**config.mk**
```make
export PLATFORM = sky130hd
export DESIGN_NAME = ram_burst_reader
export DESIGN_NICKNAME = d
export VERILOG_FILES = /design/src/rtl/ram_burst_reader.sv
export SDC_FILE = /design/constraint.sdc
export NUM_CORES = 1
export LEC_CHECK = 0
export CAP_MARGIN = 30
export CELL_PAD_IN_SITES_DETAIL_PLACEMENT = 1
export CELL_PAD_IN_SITES_GLOBAL_PLACEMENT = 1
export CORE_MARGIN = 2
export CORE_UTILIZATION = 33
export DETAILED_ROUTE_END_ITERATION = 12
export PLACE_DENSITY_LB_ADDON = 0.1
export SETUP_SLACK_MARGIN = 0.02
export SLEW_MARGIN = 10
export SYNTH_ARGS = -nofsm -noshare
export SYNTH_HDL_FRONTEND = slang
export SYNTH_SLANG_ARGS = --single-unit
```
**constraint.sdc**
```tcl
create_clock -name clk -period 4.9 [get_ports clk]
set_clock_uncertainty 0.05 [all_clocks]
set_input_delay 0.98 -clock clk [delete_from_list [all_inputs] [get_ports clk]]
set_output_delay 0.98 -clock clk [all_outputs]
set_load 0.1 [all_outputs]
```
**src/rtl/ram_burst_reader.sv**
```systemverilog
// Burst read sequencer for an asynchronous-read register-file RAM.
// Streams burst_len consecutive words from base_addr onto a valid/ready output with backpressure.
module ram_burst_reader #(
  parameter int unsigned data_width = 16,
  parameter int unsigned addr_width = 4
) (
  input  logic                  clk,
  input  logic                  rst_n,
  input  logic                  start,
  input  logic                  abort,
  input  logic [addr_width-1:0] base_addr,
  input  logic [addr_width:0]   burst_len,
  output logic                  busy,
  output logic                  done,
  output logic [addr_width-1:0] ram_rd_addr,
  input  logic [data_width-1:0] ram_rd_data,
  output logic                  out_valid,
  input  logic                  out_ready,
  output logic [data_width-1:0] out_data,
  output logic                  out_last
);

  typedef enum logic [1:0] {StIdle, StRead, StDrain} state_e;

  state_e              state_q;
  logic [addr_width:0] remaining_q;
  logic                loadable;
  logic                last_word;

  // Output register can take a new word when empty or being drained this cycle.
  assign loadable  = !out_valid || out_ready;
  assign last_word = (remaining_q == (addr_width + 1)'(1));

  // ram_rd_addr doubles as the read pointer; it wraps naturally at the top address.
  always_ff @(posedge clk) begin
    if (!rst_n) begin
      state_q     <= StIdle;
      remaining_q <= '0;
      busy        <= 1'b0;
      done        <= 1'b0;
      ram_rd_addr <= '0;
      out_valid   <= 1'b0;
      out_data    <= '0;
      out_last    <= 1'b0;
    end else begin
      done <= 1'b0;
      if (abort) begin
        state_q   <= StIdle;
        busy      <= 1'b0;
        out_valid <= 1'b0;
      end else begin
        unique case (state_q)
          StIdle: begin
            if (start) begin
              if (burst_len != '0) begin
                state_q     <= StRead;
                busy        <= 1'b1;
                ram_rd_addr <= base_addr;
                remaining_q <= burst_len;
              end else begin
                done <= 1'b1;
              end
            end
          end
          StRead: begin
            if (loadable) begin
              out_data    <= ram_rd_data;
              out_valid   <= 1'b1;
              out_last    <= last_word;
              ram_rd_addr <= ram_rd_addr + addr_width'(1);
              remaining_q <= remaining_q - (addr_width + 1)'(1);
              if (last_word) state_q <= StDrain;
            end
          end
          StDrain: begin
            if (out_ready) begin
              out_valid <= 1'b0;
              busy      <= 1'b0;
              done      <= 1'b1;
              state_q   <= StIdle;
            end
          end
          default: state_q <= StIdle;
        endcase
      end
    end
  end

endmodule

```
Word level (Yosys, flattened, before mapping):

Cells that the tools add are included.

* register bits: 31
* input bits: 30
* output and inout port bits: 24
* logic and storage cells: 57

* $add $sub $neg: 2
* eq/ne operators: 8
* multiplexer cells: 24
* bitwise gates (word level): 2
* reduce and logical (&&, ||, !) cells: 13

Operators with widths (count)
* 2-to-1 mux 5 bit: 3
* 2-to-1 mux 4 bit: 3
* 2-to-1 mux 2 bit: 5
* inequality test 2 bit (second input constant): 5
* one-hot mux 5 bit (2 select lines): 1
* AND reduction 5 bit: 2
* one-hot mux 4 bit (2 select lines): 1
* 2-to-1 mux 1 bit: 7
* one-hot mux 1 bit (2 select lines): 3
* one-hot mux 2 bit (3 select lines): 1
* AND reduction 3 bit: 2
* nonzero test 2 bit: 3
* == test 5 x 1 -> 1 bit (second input constant): 1
* nonzero test 5 bit: 1
* subtractor 5 x 1 -> 5 bit (second input constant): 1
* adder 4 x 1 -> 4 bit (second input constant): 1
* AND reduction 4 bit: 1
* == test 2 x 1 -> 1 bit (second input constant): 1
* == test 2 bit (second input constant): 1
* logical NOT 2 bit: 1
* inverter 1 bit: 2
* OR reduction 2 bit: 1
* logical NOT 1 bit: 1
* logical OR 1 bit: 1

Logic depth before layout (Yosys ltp):

Gate-level depths: netlist of the first run.

* depth in word-level cells: 4
* depth in mapped cells: 6

Least setup slack after synthesis of the first run:

No wires, ideal clock.

* path type: in2reg
* start point: input port burst_len[2]
* end point: register ram_rd_addr[0]
* library setup time: 0.119 ns
* arrival time: 2.010 ns
* data required time: 4.731 ns
* setup slack: 2.720 ns
* cell stages on the path: 5
* path buffers: 1
* path through: nor4_1 -> a211o_1 -> clkbuf_1 -> nor3_1 -> o221a_2

* cells in the longest elaborated chain, start to end: 3

RTL lines
* start, declared: line 12 `input logic [addr_width:0] burst_len,`
* nonzero test 5 bit: line 55 `if (burst_len != '0) begin`
* inequality test 2 bit (no line)
* AND reduction 5 bit (no line)
* end signal, assigned: line 58 `ram_rd_addr <= base_addr;`
* end signal, assigned: line 70 `ram_rd_addr <= ram_rd_addr + addr_width'(1);`
* end, declared: line 15 `output logic [addr_width-1:0] ram_rd_addr,`

Every way passes these cells.
A chain may end at the register's enable or synchronous reset.

Final worst setup path of the first run:

* start point: register ram_rd_addr[0]
* end point: output port ram_rd_addr[0]

No word-level cell between the ends.

==> results.json, run 1 <==
{
  "critPathSlowestCell": "clkdlybuf4s50_1",
  "synth_cell_type_count": 31,
  "hpwl_um": 2815,
  "path_max_fanout": 5,
  "fin_crit_ns": 2.886,
  "outcome": "complete, no violations",
  "postSynthCellCount": 173,
  "synthSimpleGateAreaFrac_pct": 25.18,
  "worst_setup_path_end_kind": "output pin",
  "cp_top_family": "buffers and inverters",
  "viasPerCell": 5.185,
  "clk_pin_slew_ns": 0.06,
  "synthAdderAreaFrac_pct": 2.708,
  "grt_max_degree": 25,
  "muxShareOfSynthArea_pct": 0,
  "insertion_delay_ns": 0.28,
  "synth_top_family_by_area": "simple AND/OR/NAND/NOR gates",
  "p_sw_uw": 177.2,
  "die_y_um": 68.82,
  "fin_util_pct": 50.12,
  "worstPathArrival_ns": 1.86,
  "cts_root_buf": "clkbuf_8",
  "synth_ff_type": "dfxtp_1",
  "synth_nets": 206,
  "initial_core_util_pct": 34.41,
  "antenna_found_initial": 0,
  "cts_buffer_depth": 2,
  "crit_type": "reg -> out",
  "drtAntennaViolNets": 0,
  "worst_slew_pin_slew_ns": 0.9819,
  "synthTopCellsByArea": "dfxtp_1 45%, nand2_1 11%, a21oi_1 8.3%",
  "hold_buffers": 0,
  "synth_common_cells": "40 x nand2_1, 31 x dfxtp_1, 23 x a21oi_1",
  "peakVddDrop_mv": 0.1113,
  "grtUsageTotal_pct": 16.87,
  "first_global_vias": 1449,
  "switching_share_pct": 30.34,
  "routed_wl_um": 3833,
  "p_seq_share_pct": 46.3,
  "postCtsSetupRepairBufs": 0,
  "fin_crit_sh_pct": 58.91,
  "crit_chain": "clkdlybuf4s50_1",
  "crit_required_ns": 3.87,
  "avgSynthCellArea_um2": 8.013,
  "layout_setup_ws_ns": 2.014,
  "drtIter0Drc": 35,
  "cts_tree": "yes",
  "synth_top_cell_by_area": "dfxtp_1",
  "finalHoldViolCount": 0,
  "route.detailed.drc": 0,
  "numCtsBuffers": 5,
  "crit_buf_inv": 1,
  "diodes": 0,
  "cpPeakStageDelay_ns": 1.17,
  "power_per_cell_area_nw_per_um2": 289.3,
  "rsz0062_at_grt": "false",
  "ys_warn_count": 0,
  "power_uw": 584.2,
  "synth_edf_count": 0,
  "startpoint_type": "flip-flop",
  "io_pins": 54,
  "synth_most_common_cell": "nand2_1",
  "core_area_um2": 4029,
  "globalplace.congestion": 0.8377,
  "internal-power_uw": 407.0,
  "io_buffers": 53,
  "ys_seq_area_share_pct": 44.77,
  "post_cts_resized": 0,
  "drive_gt1_share_pct": 4.444,
  "max_freq_mhz": 346.4,
  "grt_pass1_wl_um": 5954,
  "die-area_um2": 4736,
  "p_leak_uw": 0.0007017,
  "vias": 1426,
  "fin_tns_setup_ns": 0,
  "die_w_um": 68.82,
  "placementRows": 23,
  "hp-class": "reg -> reg",
  "ys_ff_latch": 31,
  "p_comb_share_pct": 21.5,
  "setup_viol": 0,
  "synth_compound_area_share_pct": 22.47,
  "async_flop_share_pct": 0,
  "dp_slack_ns": 2.035,
  "relSlewSlack_pct": 34.33,
  "synth_xor_area_share_pct": 0,
  "maxSlewViolCount": 0,
  "synthesis.area_um2": 1386,
  "firstDrtPassIters": 4,
  "hold_slack_ns": 0.4039,
  "clkPwrFrac_pct": 32.2,
  "clock-sinks": 31,
  "r2r_setup_slack_ns": 2.67,
  "grt_overflow": 0,
  "maxCapViolCount": 0,
  "htree_levels": 2,
  "synth_top_cell_area_share_pct": 44.77,
  "routedWlPerCell_um": 13.94,
  "area_growth_pct": 45.67,
  "fin_nets": 257
}
path summary, 6_finish.rpt:
kind | start | to | cells after the start
max | ram_rd_addr[0]$_SDFFE_PN0P_ | ram_rd_addr[0] | 1
min | out_data[1]$_SDFFE_PN0P_ | out_data[1]$_SDFFE_PN0P_ | 2
max reg2reg | state_q[0]$_SDFFE_PP0P_ | out_data[3]$_SDFFE_PN0P_ | 4
min reg2reg | out_data[1]$_SDFFE_PN0P_ | out_data[1]$_SDFFE_PN0P_ | 2
final cells by class:
| type | instances | area (µm²) |
|---|---|---|
| repair buffers | 54 | 538.0 |
| flip-flops and latches | 31 | 620.6 |
| well taps | 50 | 62.56 |
| clock buffers | 7 | 76.32 |
| multi-input cells | 127 | 698.2 |
| fillers | 498 | 2009 |
| inverters | 5 | 18.77 |
| clock inverters | 1 | 5.005 |
flip-flops by register name, indices dropped and copies added (netlist names):
signal,count
ram_rd_addr,4
state_q,2
out_data,16
out_valid,1
done,1
busy,1
out_last,1
remaining_q,5
through the flow:
step,cell area (µm²),cells
6_report,2019,275
4_1_cts,2012,274
2_1_floorplan,1386,173
3_3_place_gp,1931,266
3_5_place_dp,1931,266
5_1_grt,2019,275
power groups by stage:
stage	registers (µW)	logic, µW	clock network, µW
3_5_place_dp	276	126	0
4_1_cts	270	126	195
5_1_grt	271	135	205
6_report	270	126	188
3_3_place_gp	275	124	0
2_1_floorplan	318	37.2	0
placed cells by master (no fill, tap or decap), types with 2 or more instances in the layout:
cell             Yosys  layout
a2111oi_0            2       2
a211oi_1             4       4
a21oi_1             23      23
and2_1               3       3
clkbuf_1             3       2
clkbuf_8             0       5
clkdlybuf4s50_1      0      53
dfxtp_1             31      31
ha_1                 3       3
inv_1                5       5
nand2_1             40      40
nand2b_1             2       2
nand3_1              2       2
nor2_1              14      14
nor2b_1              3       3
nor3_1               5       5
nor3b_1              2       2
nor4b_1              2       2
o221a_2              2       2
o311ai_0             5       5
o31ai_1              5       5
per-layer routing:
metal | wire length (µm) | global-route usage [%] | vias up
met1 | 1699 | 18.14 | 663
met2 | 1838 | 30.65 | 43
met3 | 238 | 3.896 | 6
met5 | 0 | 0 | -
li1 | - | - | 714
met4 | 56 | 8.578 | 0
cells by family (layout without fill, tap and decap cells):
group,count (synthesis),after routing
AND/OR/NAND/NOR,77,77
AO/OA/AOI/OAI,47,47
flip-flops,31,31
buffers and inverters,15,67
adder cells (fa/ha/maj),3,3
(Power assumes the default switching activity.)
==> run 2, diff against run 1 <==
- CORE_UTILIZATION: 33 -> 30
- clock period: 4.9 -> 2.95 ns (I/O delays scaled with it)
==> results.json, run 2 (synthesis gave the netlist of run 1 again) <==
{
  "outcome": "complete, no violations",
  "route.detailed.drc": 0,
  "path_depth": 5,
  "seqCellArea_um2": 620.6,
  "setup_viol": 0,
  "worst_slew_pin_slew_ns": 0.7511,
  "min_path_cells": 2,
  "die-area_um2": 5181,
  "clock-sinks": 31,
  "cpPeakStageDelay_ns": 0.45,
  "worst_setup_path_end_kind": "flip-flop",
  "drtAntennaViolNets": 0,
  "grt_pass1_wl_um": 6527,
  "hold_buffers": 0,
  "top_layer": "met4",
  "diodes": 0,
  "routed_wl_um": 3880,
  "r2r-end": "remaining_q[2]$_SDFFE_PN0P_",
  "finalHoldViolCount": 0,
  "crit_required_ns": 3.12,
  "rsz0062_at_grt": "false",
  "crit_chain": "clkdlybuf4s50_1 > nor4_1 > a211o_1 > or2_1 > o221a_2",
  "viasPerCell": 5.177,
  "final_common_cell": "nand2_1",
  "routedWlPerCell_um": 14.01,
  "dpl_cell_area_um2": 1881,
  "die_w_um": 71.98,
  "dr_wl_met2_um": 1829,
  "largest-register": "out_data",
  "fin_crit_ns": 2.213,
  "cts_root_buf": "clkbuf_8",
  "reg2regPathDepth": 4,
  "hpwl_um": 2905,
  "r2r_setup_slack_ns": 1.05,
  "maxSlewViolCount": 0,
  "cts_buffer_depth": 2,
  "min_to": "out_data[11]$_SDFFE_PN0P_",
  "first_global_vias": 1426,
  "largest_reg_flops": 16,
  "relSlewSlack_pct": 49.87,
  "globalplace.congestion": 0.7786,
  "post_cts_resized": 0,
  "rr_startpoint": "state_q[0]$_SDFFE_PP0P_",
  "htree_levels": 2,
  "core_area_um2": 4414,
  "grt_max_degree": 25,
  "numCtsBuffers": 5,
  "grt_overflow": 0,
  "reg_top3": "out_data (16), remaining_q (5), ram_rd_addr (4)",
  "worstPathArrival_ns": 2.38,
  "insertion_delay_ns": 0.28,
  "firstDrtPassIters": 4,
  "peakVddDrop_mv": 0.1754,
  "nFillCells": 538,
  "crit_buf_inv": 1,
  "io_buffers": 53,
  "fin_nets": 258,
  "maxCapViolCount": 0,
  "multi_input_area_um2": 698.2,
  "startpoint_type": "primary input",
  "hp-start": "out_data[11]$_SDFFE_PN0P_",
  "initial_core_util_pct": 31.41,
  "die_y_um": 71.98,
  "max_freq_mhz": 451.9,
  "antenna_found_initial": 0,
  "met3WireLength_um": 235,
  "fin_crit_sh_pct": 75.02,
  "path_max_fanout": 11,
  "critPathSlowestCell": "clkdlybuf4s50_1",
  "wl_met1_um": 1794,
  "clk_pin_slew_ns": 0.06,
  "fin_tns_setup_ns": 0,
  "drive_gt1_share_pct": 16.00,
  "vias": 1434,
  "cts_tree": "yes",
  "hp-class": "reg -> reg",
  "drtIter0Drc": 52,
  "io_pins": 54,
  "grtUsageTotal_pct": 15.85,
  "power_per_cell_area_nw_per_um2": 501.9,
  "p_leak_uw": 0.0007579,
  "stdcell_area_um2": 1976,
  "postCtsSetupRepairBufs": 0,
  "final_cell_mix": "40 x nand2_1, 31 x dfxtp_1, 29 x clkdlybuf4s50_1",
  "placementRows": 24,
  "area_growth_pct": 42.51,
  "cp_top_family": "simple AND/OR/NAND/NOR gates",
  "crit_type": "in -> reg"
}
## run 2: worst register-to-register path, cell delays in order (launching register included)
cell,delay [ns]
dfxtp_1,0.53
nor2_1,0.10
a211o_1,0.42
or2_1,0.41
o31ai_1,0.30
## run 2: layer usage
| layer | vias to the layer above | global-route usage [%] |
|---|---|---|
| li1 | 711 | - |
| met1 | 681 | 19.74 |
| met2 | 40 | 26.34 |
| met3 | 2 | 4.722 |
| met4 | 0 | 5.031 |
| met5 | - | 0 |
## run 2: power breakdown
part           internal (µW)  leakage [µW]  switching (µW)
Clock                    183     0.0000470             153
Sequential               435      0.000252            14.1
Combinational           73.1      0.000459             134
Total                    691      0.000758             301
## run 2: area by class of cell
| type | instances | area share (%) |
|---|---|---|
| clock buffer | 6 | 4.180 |
| clock inverter | 1 | 0.2533 |
| inverter | 5 | 0.9500 |
| multi-input combinational | 127 | 35.34 |
| sequential | 31 | 31.41 |
| tap | 52 | 3.293 |
| timing repair buffer | 55 | 24.57 |
## run 2: how the worst max path moves through the flow
stage | from | to | slack, ns
finish | burst_len[1] | ram_rd_addr[0]$_SDFFE_PN0P_ | 0.74
global route | burst_len[2] | ram_rd_addr[0]$_SDFFE_PN0P_ | 0.58
CTS | burst_len[1] | ram_rd_addr[0]$_SDFFE_PN0P_ | 0.73
detailed placement | burst_len[1] | remaining_q[1]$_SDFFE_PN0P_ | 0.45
global placement | burst_len[1] | remaining_q[0]$_SDFFE_PN0P_ | 0.48
floorplan | out_valid$_SDFFE_PP0P_ | ram_rd_addr[0]$_SDFFE_PN0P_ | 0.85
## run 2: per-stage QoR
stage	hold slack (ns)	cells	worst slack (ns)	power [µW]	utilization, %
floorplan	0.4337	173	0.8538	589.3	-
CTS	0.4094	276	0.7332	1005	44.59
global placement	0.3921	269	0.4763	660.0	42.60
detailed placement	0.4007	269	0.4475	665.5	42.60
finish	0.4048	277	0.7369	991.5	44.76
global route	0.4230	277	0.5820	1040	44.76
==> run 3, diff against run 2 <==
- CORE_UTILIZATION: 30 -> 27
- clock period: 2.95 -> 1.8 ns (I/O delays scaled with it)
==> results.json, run 3 (synthesis gave the netlist of run 1 again) <==
{
  "outcome": "complete, no violations",
  "relSlewSlack_pct": 71.46,
  "fin_util_pct": 49.60,
  "nFillCells": 580,
  "largest-register": "out_data",
  "drtAntennaViolNets": 0,
  "antenna_found_initial": 0,
  "fin_crit_ns": 1.721,
  "htree_levels": 2,
  "finalHoldViolCount": 0,
  "globalplace.congestion": 0.8742,
  "maxSlewViolCount": 0,
  "layout_setup_ws_ns": 0.07875,
  "area_growth_pct": 80.42,
  "grt_max_degree": 21,
  "die-area_um2": 5724,
  "worstPathArrival_ns": 1.83,
  "io_buffers": 53,
  "viasPerCell": 4.712,
  "setup_viol": 0,
  "vias": 1470,
  "cts_tree": "yes",
  "reg_top3": "out_data (16), remaining_q (5), ram_rd_addr (4)",
  "rr_startpoint": "state_q[0]$_SDFFE_PP0P_",
  "placementRows": 26,
  "cp-endpoint": "remaining_q[1]$_SDFFE_PN0P_",
  "postCtsSetupRepairBufs": 0,
  "critPathSlowestCell": "clkdlybuf4s50_1",
  "stdcell_area_um2": 2501,
  "initial_core_util_pct": 27.49,
  "routedWlPerCell_um": 13.79,
  "crit_path_start": "start",
  "die_w_um": 75.66,
  "first_global_vias": 1436,
  "min_path_cells": 2,
  "route.detailed.drc": 0,
  "r2r_setup_slack_ns": 0.27,
  "maxCapViolCount": 0,
  "grtUsageTotal_pct": 15.48,
  "drtIter0Drc": 29,
  "io_pins": 54,
  "clk_pin_slew_ns": 0.07,
  "hp-class": "reg -> reg",
  "worst_slew_pin_slew_ns": 0.4221,
  "insertion_delay_ns": 0.28,
  "worst_setup_path_end_kind": "flip-flop",
  "clock-sinks": 31,
  "path_max_fanout": 5,
  "cts_root_buf": "clkbuf_8",
  "startpoint_type": "primary input",
  "cpPeakStageDelay_ns": 0.50,
  "crit_type": "in -> reg",
  "max_freq_mhz": 581.0,
  "crit_chain": "clkdlybuf4s50_1 > nor2_1 > a211o_1 > buf_4 > a2111oi_2 > a211oi_2",
  "cts_buffer_depth": 2,
  "reg2regPathDepth": 7,
  "diodes": 0,
  "routed_wl_um": 4302,
  "peakVddDrop_mv": 0.2759,
  "crit_required_ns": 1.91,
  "hold_buffers": 0,
  "numCtsBuffers": 5,
  "hp-start": "out_valid$_SDFFE_PP0P_",
  "firstDrtPassIters": 4,
  "final_cell_mix": "40 x nand2_1, 27 x dfxtp_1, 24 x clkdlybuf4s50_1, 24 x buf_12, 23 x a21oi_1",
  "largest_reg_flops": 16,
  "grt_overflow": 0,
  "r2r-end": "out_data[15]$_SDFFE_PN0P_",
  "hold_slack_ns": 0.4412,
  "dpl_cell_area_um2": 2344,
  "fin_crit_sh_pct": 95.62,
  "die_y_um": 75.66,
  "fin_tns_setup_ns": 0,
  "p_leak_uw": 0.0009669,
  "drive_gt1_share_pct": 26.86,
  "hpwl_um": 3282,
  "grt_pass1_wl_um": 6693,
  "dp_slack_ns": -0.3092,
  "final_common_cell": "nand2_1",
  "power_per_cell_area_nw_per_um2": 690.9,
  "core_area_um2": 5042,
  "fin_nets": 275
}
[run 3: cell count changes in the layout (fill, tap and decap cells not counted), moves of 2 or more]
cell             before  now
o31ai_2               0    2
o311ai_2              0    2
a2111oi_2             0    2
buf_4                26   19
dfxtp_1              31   27
o311ai_1              0    2
o311ai_0              5    1
dlymetal6s2s_1        0    5
dfxtp_2               0    4
clkdlybuf4s50_1      29   24
o31ai_1               5    3
buf_12                0   24
a2111oi_0             2    0
[run 3: worst max-delay path, delay by kind of cell]
kind	cells	cell delay (ns)
compound gates	3	0.75
buf+inv	2	0.67
simple gates	1	0.05
[run 3: worst min-delay path by stage]
stage	to	slack (ns)
after floorplan	remaining_q[1]$_SDFFE_PN0P_	0.43
after global placement	out_valid$_SDFFE_PP0P_	0.43
after detailed placement	out_valid$_SDFFE_PP0P_	0.44
after CTS	out_data[14]$_SDFFE_PN0P_	0.45
after global routing	out_data[4]$_SDFFE_PN0P_	0.47
final	out_valid$_SDFFE_PP0P_	0.44
[run 3: repair_timing]
item,CTS,global route
setup endpoints to repair,3,9
gates resized for setup,4,16
pin swaps,0,2
[run 3: power by group]
part	switching (µW)	total, µW	internal, µW
clock network	255	555	300
registers	31.5	745	713
logic	239	428	189
[run 3: stage by stage]
stage	total power [µW]	cells
2_1_floorplan	967.2	173
5_1_grt	1808	312
4_1_cts	1739	312
3_5_place_dp	1172	305
6_report	1728	312
3_3_place_gp	1168	305
[run 3: area by class of cell]
class	instances	area, µm²	share of cell area, %
clock buffer	6	82.58	3.302
clock inverter	1	5.005	0.2001
inverter	5	18.77	0.7504
multi-input combinational	127	755.7	30.22
sequential	31	625.6	25.01
tap	70	87.58	3.502
timing repair buffer	72	925.9	37.02
[run 3: routing by layer]
metal / track usage [%] / routed length (µm)
met1: 19.21 / 1903
met2: 26.38 / 2171
met3: 3.571 / 187
met4: 5.263 / 40
met5: 0 / 0
